**config.mk**
```make
export PLATFORM = sky130hd
export DESIGN_NAME = sipo_deserializer
export DESIGN_NICKNAME = d
export VERILOG_FILES = /design/src/rtl/sipo_deserializer.sv
export SDC_FILE = /design/constraint.sdc
export NUM_CORES = 1
export LEC_CHECK = 0
export ABC_AREA = 1
export CAP_MARGIN = 20
export CORE_AREA = 2 2 39 41
export DETAILED_ROUTE_END_ITERATION = 16
export DIE_AREA = 0 0 41 43
export DONT_BUFFER_PORTS = 1
export GPL_TIMING_DRIVEN = 1
export PLACE_DENSITY = 0.68
export SLEW_MARGIN = 5
export SYNTH_ARGS = -nofsm -noshare
export SYNTH_HDL_FRONTEND = slang
export SYNTH_SLANG_ARGS = --single-unit
```
**constraint.sdc**
```tcl
create_clock -name Clk -period 1.54 [get_ports Clk]
set_clock_uncertainty 0.05 [all_clocks]
set_input_delay 0.231 -clock Clk [delete_from_list [all_inputs] [get_ports Clk]]
set_output_delay 0.231 -clock Clk [all_outputs]
set_load 0.01 [all_outputs]
```
**src/rtl/sipo_deserializer.sv**
```systemverilog
// -----------------------------------------------------------------------------
// sipo_deserializer
//
// Serial-in / parallel-out receiver at the far end of a PISO shift-register
// link. One bit is sampled on each cycle where Valid_I is high. Every WIDTH
// samples form a word. A completed word goes into a one-entry output buffer
// that the consumer drains with a valid/ready handshake. If a word completes
// while the buffer still holds an unconsumed word, the new word is dropped and
// Overrun_O pulses for one cycle.
//
// Parameters
//   WIDTH      word width in bits (>= 2)
//   MSB_FIRST  1: the first received bit lands in Parallel_Out[WIDTH-1]
//              0: the first received bit lands in Parallel_Out[0]
//
// Ports
//   Clk           in   1      rising-edge clock
//   Rst           in   1      asynchronous reset, active-high
//   Serial_In     in   1      serial data, sampled only when Valid_I=1
//   Valid_I       in   1      bit strobe from the transmitter
//   Clear         in   1      synchronous abort of the partial word
//   Out_Ready     in   1      consumer takes Parallel_Out this cycle
//   Parallel_Out  out  WIDTH  buffered word, stable while Out_Valid=1
//   Out_Valid     out  1      output buffer holds an unconsumed word
//   Empty_Flag    out  1      inverse of Out_Valid
//   Busy_O        out  1      a partial word is in progress
//   Overrun_O     out  1      one-cycle pulse: a completed word was dropped
// -----------------------------------------------------------------------------
module sipo_deserializer #(
  parameter int WIDTH     = 4,
  parameter bit MSB_FIRST = 1'b1
) (
  input  logic             Clk,
  input  logic             Rst,
  input  logic             Serial_In,
  input  logic             Valid_I,
  input  logic             Clear,
  input  logic             Out_Ready,
  output logic [WIDTH-1:0] Parallel_Out,
  output logic             Out_Valid,
  output logic             Empty_Flag,
  output logic             Busy_O,
  output logic             Overrun_O
);

  localparam int CNT_W = $clog2(WIDTH);
  localparam logic [CNT_W-1:0] LAST_BIT = CNT_W'(WIDTH - 1);

  // Collect FSM: IDLE means no bits of the current word have been received.
  typedef enum logic {
    ST_IDLE  = 1'b0,
    ST_SHIFT = 1'b1
  } state_e;

  state_e           state_q, state_d;
  logic [WIDTH-1:0] shift_q, shift_d;
  logic [CNT_W-1:0] count_q, count_d;
  logic [WIDTH-1:0] data_q,  data_d;
  logic             valid_q, valid_d;
  logic             busy_q,  busy_d;
  logic             overrun_q, overrun_d;

  logic             sample;     // a bit is accepted this cycle
  logic             complete;   // this sample finishes a word
  logic [WIDTH-1:0] word;       // shift register combined with the incoming bit
  logic             consume;    // buffered word is taken this cycle
  logic             load;       // completed word enters the buffer

  // Clear wins over Valid_I: a bit strobed in the same cycle is discarded.
  assign sample = Valid_I & ~Clear;

  // Incoming bit merged with the bits already collected. The shift register
  // starts each word at zero, so the unfilled positions read as zero.
  always_comb begin
    if (MSB_FIRST) begin
      word = {shift_q[WIDTH-2:0], Serial_In};
    end else begin
      word = {Serial_In, shift_q[WIDTH-1:1]};
    end
  end

  // ---------------------------------------------------------------------------
  // Collect FSM: next state, shift register and bit count
  // ---------------------------------------------------------------------------
  always_comb begin
    // NOTE: every signal driven here gets a default first so no path can leave
    // it unassigned and infer a latch.
    state_d  = state_q;
    shift_d  = shift_q;
    count_d  = count_q;
    complete = 1'b0;

    unique case (state_q)
      ST_IDLE: begin
        if (sample) begin
          shift_d = word;
          count_d = CNT_W'(1);
          state_d = ST_SHIFT;
        end
      end
      ST_SHIFT: begin
        if (sample) begin
          if (count_q == LAST_BIT) begin
            // Word finished: the assembled value leaves through 'word'
            // and the collector starts over from an empty register.
            complete = 1'b1;
            shift_d  = '0;
            count_d  = '0;
            state_d  = ST_IDLE;
          end else begin
            shift_d = word;
            count_d = count_q + CNT_W'(1);
          end
        end
      end
      default: begin
        shift_d = '0;
        count_d = '0;
        state_d = ST_IDLE;
      end
    endcase

    if (Clear) begin
      shift_d = '0;
      count_d = '0;
      state_d = ST_IDLE;
    end
  end

  // ---------------------------------------------------------------------------
  // One-entry output buffer with valid/ready handshake
  // ---------------------------------------------------------------------------
  assign consume = valid_q & Out_Ready;

  // A completing word may enter when the buffer is empty or is being drained
  // in the same cycle; otherwise it is dropped and reported as an overrun.
  assign load = complete & (~valid_q | Out_Ready);

  always_comb begin
    data_d    = data_q;
    valid_d   = valid_q;
    overrun_d = complete & valid_q & ~Out_Ready;

    if (load) begin
      data_d  = word;
      valid_d = 1'b1;
    end else if (consume) begin
      valid_d = 1'b0;
    end

    busy_d = (count_d != '0);
  end

  // ---------------------------------------------------------------------------
  // State registers
  // ---------------------------------------------------------------------------
  // NOTE: sequential state uses non-blocking assignments so every flop samples
  // the pre-edge values regardless of statement order.
  // NOTE: reset clears every register here, including the data buffer, because
  // the consumer must see Parallel_Out=0 immediately after reset.
  always_ff @(posedge Clk or posedge Rst) begin
    if (Rst) begin
      state_q   <= ST_IDLE;
      shift_q   <= '0;
      count_q   <= '0;
      data_q    <= '0;
      valid_q   <= 1'b0;
      busy_q    <= 1'b0;
      overrun_q <= 1'b0;
    end else begin
      state_q   <= state_d;
      shift_q   <= shift_d;
      count_q   <= count_d;
      data_q    <= data_d;
      valid_q   <= valid_d;
      busy_q    <= busy_d;
      overrun_q <= overrun_d;
    end
  end

  assign Parallel_Out = data_q;
  assign Out_Valid    = valid_q;
  assign Empty_Flag   = ~valid_q;
  assign Busy_O       = busy_q;
  assign Overrun_O    = overrun_q;

endmodule

```
==> results.toml, run 1 <==
[die]
io-pin-count = 14
die_area_mm2 = 0.00176
core_mm2 = 0.00138
initial_utilization_pct = 41.8
rows = 14
die_w_um = 41
die_h_um = 43

[power]
total_leakage_power_nw = 0.342
ir_drop_v = 0.000564
powerDensity_mw_per_mm2 = 939
total_power_mw = 0.612

[detailed_routing]
vias = 429
firstDrtPassIters = 4
ant_nets = 0
drcViolationCount = 0
viasPerCell = 4.77
drt-total-wl_mm = 1.03
drt_iter0_drc = 10
wire_per_inst_um = 11.5

[global_routing]
first_global_vias = 450
grt_pass1_wl_mm = 1.85
grt_usage_pct = 16.2
grt.overflow.total = 0
grt_max_degree = 14
antenna_found_initial = 0

[setup_path]
endpoint = "Parallel_Out[1]$_DFFE_PP0P_"
crit_path_cell_trace = "ha_1 -> nand4_1 -> o21bai_1 -> nand2_1"
crit_start = "count_q[0]$_DFF_PP0_"
worstSetupStartpointType = "flip-flop"
cp_data_arrival_time_ns = 1.40
reg2reg_slack_ns = 0.25
cpMaxStageDelayCell = "dfrtp_1"
slowest_delay_ns = 0.37
rr_worst_depth = 4
crit_type = "reg -> reg"
reg2reg_to = "Parallel_Out[1]$_DFFE_PP0P_"
r2r-start = "count_q[0]$_DFF_PP0_"
crit_path_max_fanout = 7
cp.required_ns = 1.65
end_kind = "flip-flop"

[timing]
worstMarginPinSlew_ns = 0.502
hold_viol = 0
period_share_pct = 83.7
setup_viol_count_final = 0
period_minus_slack_ns = 1.29
setup_tns_ns = 0
drv_slew = 0
rsz0062_at_grt = "no"
max_slew_margin_pct = 66.5
clock.fmax_ghz = 0.775

[logic_synthesis]
muxShareOfSynthArea_pct = 0
avgSynthCellArea_um2 = 8.63
synth-xor-area-share_pct = 0
synth_seq_cells = 13
synth-compound-area-share_pct = 8.66
synth-simple-area-share_pct = 24.5
synth_top_family_by_area = "simple AND/OR/NAND/NOR gates"
synth_adder_area_share_pct = 2.16
syn-cell-area_um2 = 578
yosysSeqAreaShare_pct = 56.3
synth_cells = 67
yosysWarnings = 0
ys_types = 13
synth_nets = 74

[final_layout]
layout_common_cells = "17 x nand2_1, 13 x dfrtp_1, 13 x inv_1, 8 x nand3_1, 5 x nor2_1"
drive_above_1_share_pct = 8.11
syn2layout_area_growth_pct = 12.8
multi_input_area_um2 = 204
final_nets = 82
layout.cells.most_common = "nand2_1"
ff_latch_area_um2 = 325
nFillCells = 140
antennaDiodeCount = 0
final_cells = 90

[clocking]
cts_buffers = 3
clock_latency_ns = 0.28
cts_post_setup_buffers_inserted = 0
clock-root-buffer = "clkbuf_4"
clkSinkCount = 13
clk_pin_slew_ns = 0.08
cts_tree = "yes"
cts_max_path_buffers = 2
h-tree-depth = 1

[placed_design]
dp.cells = 84
dp_hpwl_um = 755
gp_congestion = 0.824
portBuffers = 0

[min_path]
hold_path.class = "in -> reg"

[run]
drv_cap = 0

[outcome]
status = "finished clean"
routing by layer:
layer  GRT usage, %  part of all wire (%)  up-vias
li1               -                     -      225
met1           19.7                    43      185
met2           22.2                    47       14
met3           4.71                   6.1        5
met4           13.3                   3.9        0
met5              0                     0        -
state kept, by name (all words and copies together) (netlist names):
| name | cells |
|---|---|
| Overrun_O | 1 |
| Busy_O | 1 |
| Parallel_Out | 4 |
| Out_Valid | 1 |
| count_q | 2 |
| shift_q | 3 |
| state_q | 1 |
worst min path at each step:
| stage | startpoint | to | slack, ns | cells past startpoint |
|---|---|---|---|---|
| after floorplan | Rst | Busy_O$_DFF_PP0_ | 0.06 | 1 |
| after global placement | Rst | state_q$_DFF_PP0_ | 0.12 | 1 |
| after detailed placement | Rst | state_q$_DFF_PP0_ | 0.12 | 1 |
| after CTS | Serial_In | shift_q[0]$_DFFE_PP0P_ | 0.04 | 2 |
| after global routing | Serial_In | shift_q[0]$_DFFE_PP0P_ | 0.04 | 2 |
| final | Clear | count_q[0]$_DFF_PP0_ | 0.05 | 3 |
cells by family (layout without fill, tap and decap cells):
group / Yosys count / count (layout)
simple gates: 33 / 33
flops: 13 / 13
fa+ha+maj: 1 / 1
buf+inv: 13 / 20
compound gates: 7 / 7
power breakdown:
group | switching [mW] | total (mW) | internal, mW
combinational | 0.0228 | 0.0367 | 0.0138
sequential | 0.0104 | 0.363 | 0.353
clock | 0.112 | 0.212 | 0.101
area by class of cell:
type	count	share of cell area [%]
inverters	13	7.49
well taps	16	3.07
repair buffers	3	4.22
flip-flops and latches	13	49.9
clock buffers	4	4.03
multi-input cells	41	31.3
critical path, delay by kind of cell (launching register included):
| kind | cells | cell delay, ns |
|---|---|---|
| AOI/OAI and AO/OA | 1 | 0.20 |
| and+or+nand+nor | 2 | 0.32 |
| adders and majority gates | 1 | 0.22 |
| DFF | 1 | 0.37 |
synthesized netlist by cell type:
cell type   n  area (um2)
o21bai_1    4        30.0
o21ai_0     1        5.00
nand4_1     1        6.26
dfrtp_1    13         325
nor2_2      1        6.26
a31oi_1     1        6.26
ha_1        1        12.5
or2_0       1        6.26
nand2_1    17        63.8
nor2_1      5        18.8
nand3_1     8        40.0
o21ai_2     1        8.76
inv_1      13        48.8
timing repair:
item                      4_1_cts  5_1_grt
resized for setup               0        0
hold buffers                    2        0
hold endpoints to repair       14        0
stage by stage:
stage / hold WS (ns) / cell area [um2] / util (%) / setup slack [ns]
floorplan: 0.0580 / 578 / - / 0.413
global placement: 0.115 / 606 / 43.8 / 0.326
detailed placement: 0.119 / 606 / 43.8 / 0.262
CTS: 0.0432 / 652 / 47.1 / 0.244
global route: 0.0441 / 652 / 47.1 / 0.0339
finish: 0.0525 / 652 / 47.1 / 0.250
(Power assumes the default switching activity.)
==> inputs of run 2 (changes only) <==
Settings changed: PLACE_DENSITY 0.68 to 0.7.
Clock period 1.54 ns to 1.04 ns, I/O delays scaled along.
==> results.toml, run 2 (synthesized netlist as in run 1, its figures left out) <==
[outcome]
status = "finished, violations left"
violations = "setup timing"

[setup_path]
cp.required_ns = 1.16
crit_path_cell_trace = "ha_2 -> nand4_1 -> o21bai_1 -> nand2_1"
crit_type = "reg -> reg"
slowest_delay_ns = 0.36
crit_path_max_fanout = 6
cp_data_arrival_time_ns = 1.30
worstSetupStartpointType = "flip-flop"
cpMaxStageDelayCell = "dfrtp_1"
end_kind = "flip-flop"

[global_routing]
grtUsageMet1_pct = 18.9
grt_max_degree = 14
grt_pass1_wl_mm = 1.81
gr-usage-met3_pct = 3.66
top_usage_layer = "met2"
grtUsageMet2_pct = 22.2
first_global_vias = 473
antenna_found_initial = 0
grt.overflow.total = 0
grt_usage_pct = 15.6

[detailed_routing]
drcViolationCount = 0
viasPerCell = 4.95
vias = 475
drt-total-wl_mm = 1.06
wire_per_inst_um = 11.0
ant_nets = 0
drt_iter0_drc = 7
firstDrtPassIters = 4

[power]
total_leakage_power_nw = 0.385
ir_drop_v = 0.000697
clock_power_share_pct = 33.8
cellInternalPower_mw = 0.702
total_power_mw = 0.919
p_switching_mw = 0.216
powerDensity_mw_per_mm2 = 1240
power_switching_share_pct = 23.5
p_comb_share_pct = 7.8
p_seq_share_pct = 58.4

[die]
die_w_um = 41
io-pin-count = 14
rows = 14
core_mm2 = 0.00138
die_area_mm2 = 0.00176
initial_utilization_pct = 41.8
die_h_um = 43

[clocking]
clock-root-buffer = "clkbuf_4"
cts_buffers = 3
h-tree-depth = 1
cts_max_path_buffers = 2
cts_tree = "yes"
clkSinkCount = 13
clock_latency_ns = 0.28
clk_pin_slew_ns = 0.08

[timing]
drv_slew = 0
clock.fmax_ghz = 0.843
period_minus_slack_ns = 1.19
worstMarginPinSlew_ns = 0.468
rsz0062_at_grt = "yes"
setup_viol_count_final = 13
period_share_pct = 114
hold_viol = 0
setup_ws_ns = -0.146
max_slew_margin_pct = 68.8

[placed_design]
dp_hpwl_um = 785
gp_congestion = 0.827
portBuffers = 0
dp.cells = 88

[min_path]
hold_path.class = "in -> reg"

[run]
drv_cap = 0

[final_layout]
syn2layout_area_growth_pct = 27.9
layout_common_cells = "15 x nand2_1, 13 x dfrtp_1, 12 x inv_1, 7 x nand3_1"
nFillCells = 137
fin_util_pct = 53.4
drive_above_1_share_pct = 22.5
final_nets = 88
largest_reg_flops = 4
layout.cells.most_common = "nand2_1"
antennaDiodeCount = 0
final_cells = 96
-- run 2: cell count changes in the layout (fill, tap and decap cells not counted), moves of 2 or more --
| cell | previous run | this run |
|---|---|---|
| buf_4 | 1 | 4 |
| buf_6 | 0 | 2 |
| nand2_1 | 17 | 15 |
| nor2_1 | 5 | 3 |
| nor2_4 | 0 | 2 |
-- run 2: timing repair --
| item | in CTS | in global routing |
|---|---|---|
| setup buffers | 0 | 1 |
| hold buffers | 3 | 0 |
| endpoints found under the hold margin | 17 | 0 |
| gates resized for setup | 4 | 6 |
| endpoints found under the setup margin | 12 | 14 |
| pin swaps | 4 | 3 |
-- run 2: routing by layer --
| metal | wire length [um] | vias up |
|---|---|---|
| met5 | 0 | - |
| met4 | 39 | 0 |
| met3 | 71 | 5 |
| met2 | 502 | 16 |
| met1 | 447 | 218 |
| li1 | - | 236 |
-- run 2: final timing paths --
check	startpoint	end	slack, ns	cells after the start
setup / recovery	count_q[1]$_DFF_PP0_	Parallel_Out[2]$_DFFE_PP0P_	-0.15	4
hold / removal	Valid_I	shift_q[2]$_DFFE_PP0P_	0.03	3
setup reg to reg	count_q[1]$_DFF_PP0_	Parallel_Out[2]$_DFFE_PP0P_	-0.15	4
hold reg to reg	shift_q[2]$_DFFE_PP0P_	shift_q[2]$_DFFE_PP0P_	0.44	2
max in group asynchronous	Rst	Parallel_Out[1]$_DFFE_PP0P_	0.35	2
min in group asynchronous	Rst	Overrun_O$_DFF_PP0_	0.27	2
-- run 2: critical path, delay by kind of cell (launching register included) --
family / cells / cell delay [ns]
AND/OR/NAND/NOR: 2 / 0.28
adder cells (fa/ha/maj): 1 / 0.18
flip-flops: 1 / 0.36
AO/OA/AOI/OAI: 1 / 0.21
-- run 2: per-stage QoR --
step | cell area, um2 | hold WS, ns | worst slack [ns] | setup TNS [ns]
2_1_floorplan | 583 | -0.0170 | -0.0700 | -0.270
4_1_cts | 708 | 0.0218 | -0.170 | -1.03
5_1_grt | 739 | 0.0306 | -0.224 | -2.00
3_5_place_dp | 641 | 0.0418 | -0.161 | -1.01
6_report | 739 | 0.0265 | -0.146 | -1.16
3_3_place_gp | 641 | 0.0372 | -0.106 | -0.553
-- run 2: area by class of cell --
type	instances	area, um2	area share (%)
flip-flops and latches	13	325	44.0
multi-input cells	41	236	32.0
repair buffers	9	82.6	11.2
inverters	13	48.8	6.60
clock buffers	4	26.3	3.55
well taps	16	20.0	2.71
-- run 2: power by group through the flow --
stage	Clock, mW	Combinational, mW	Sequential [mW]
3_5_place_dp	0	0.0601	0.546
4_1_cts	0.323	0.0714	0.537
2_1_floorplan	0	0.0400	0.545
5_1_grt	0.345	0.0837	0.540
6_report	0.310	0.0713	0.537
3_3_place_gp	0	0.0575	0.547
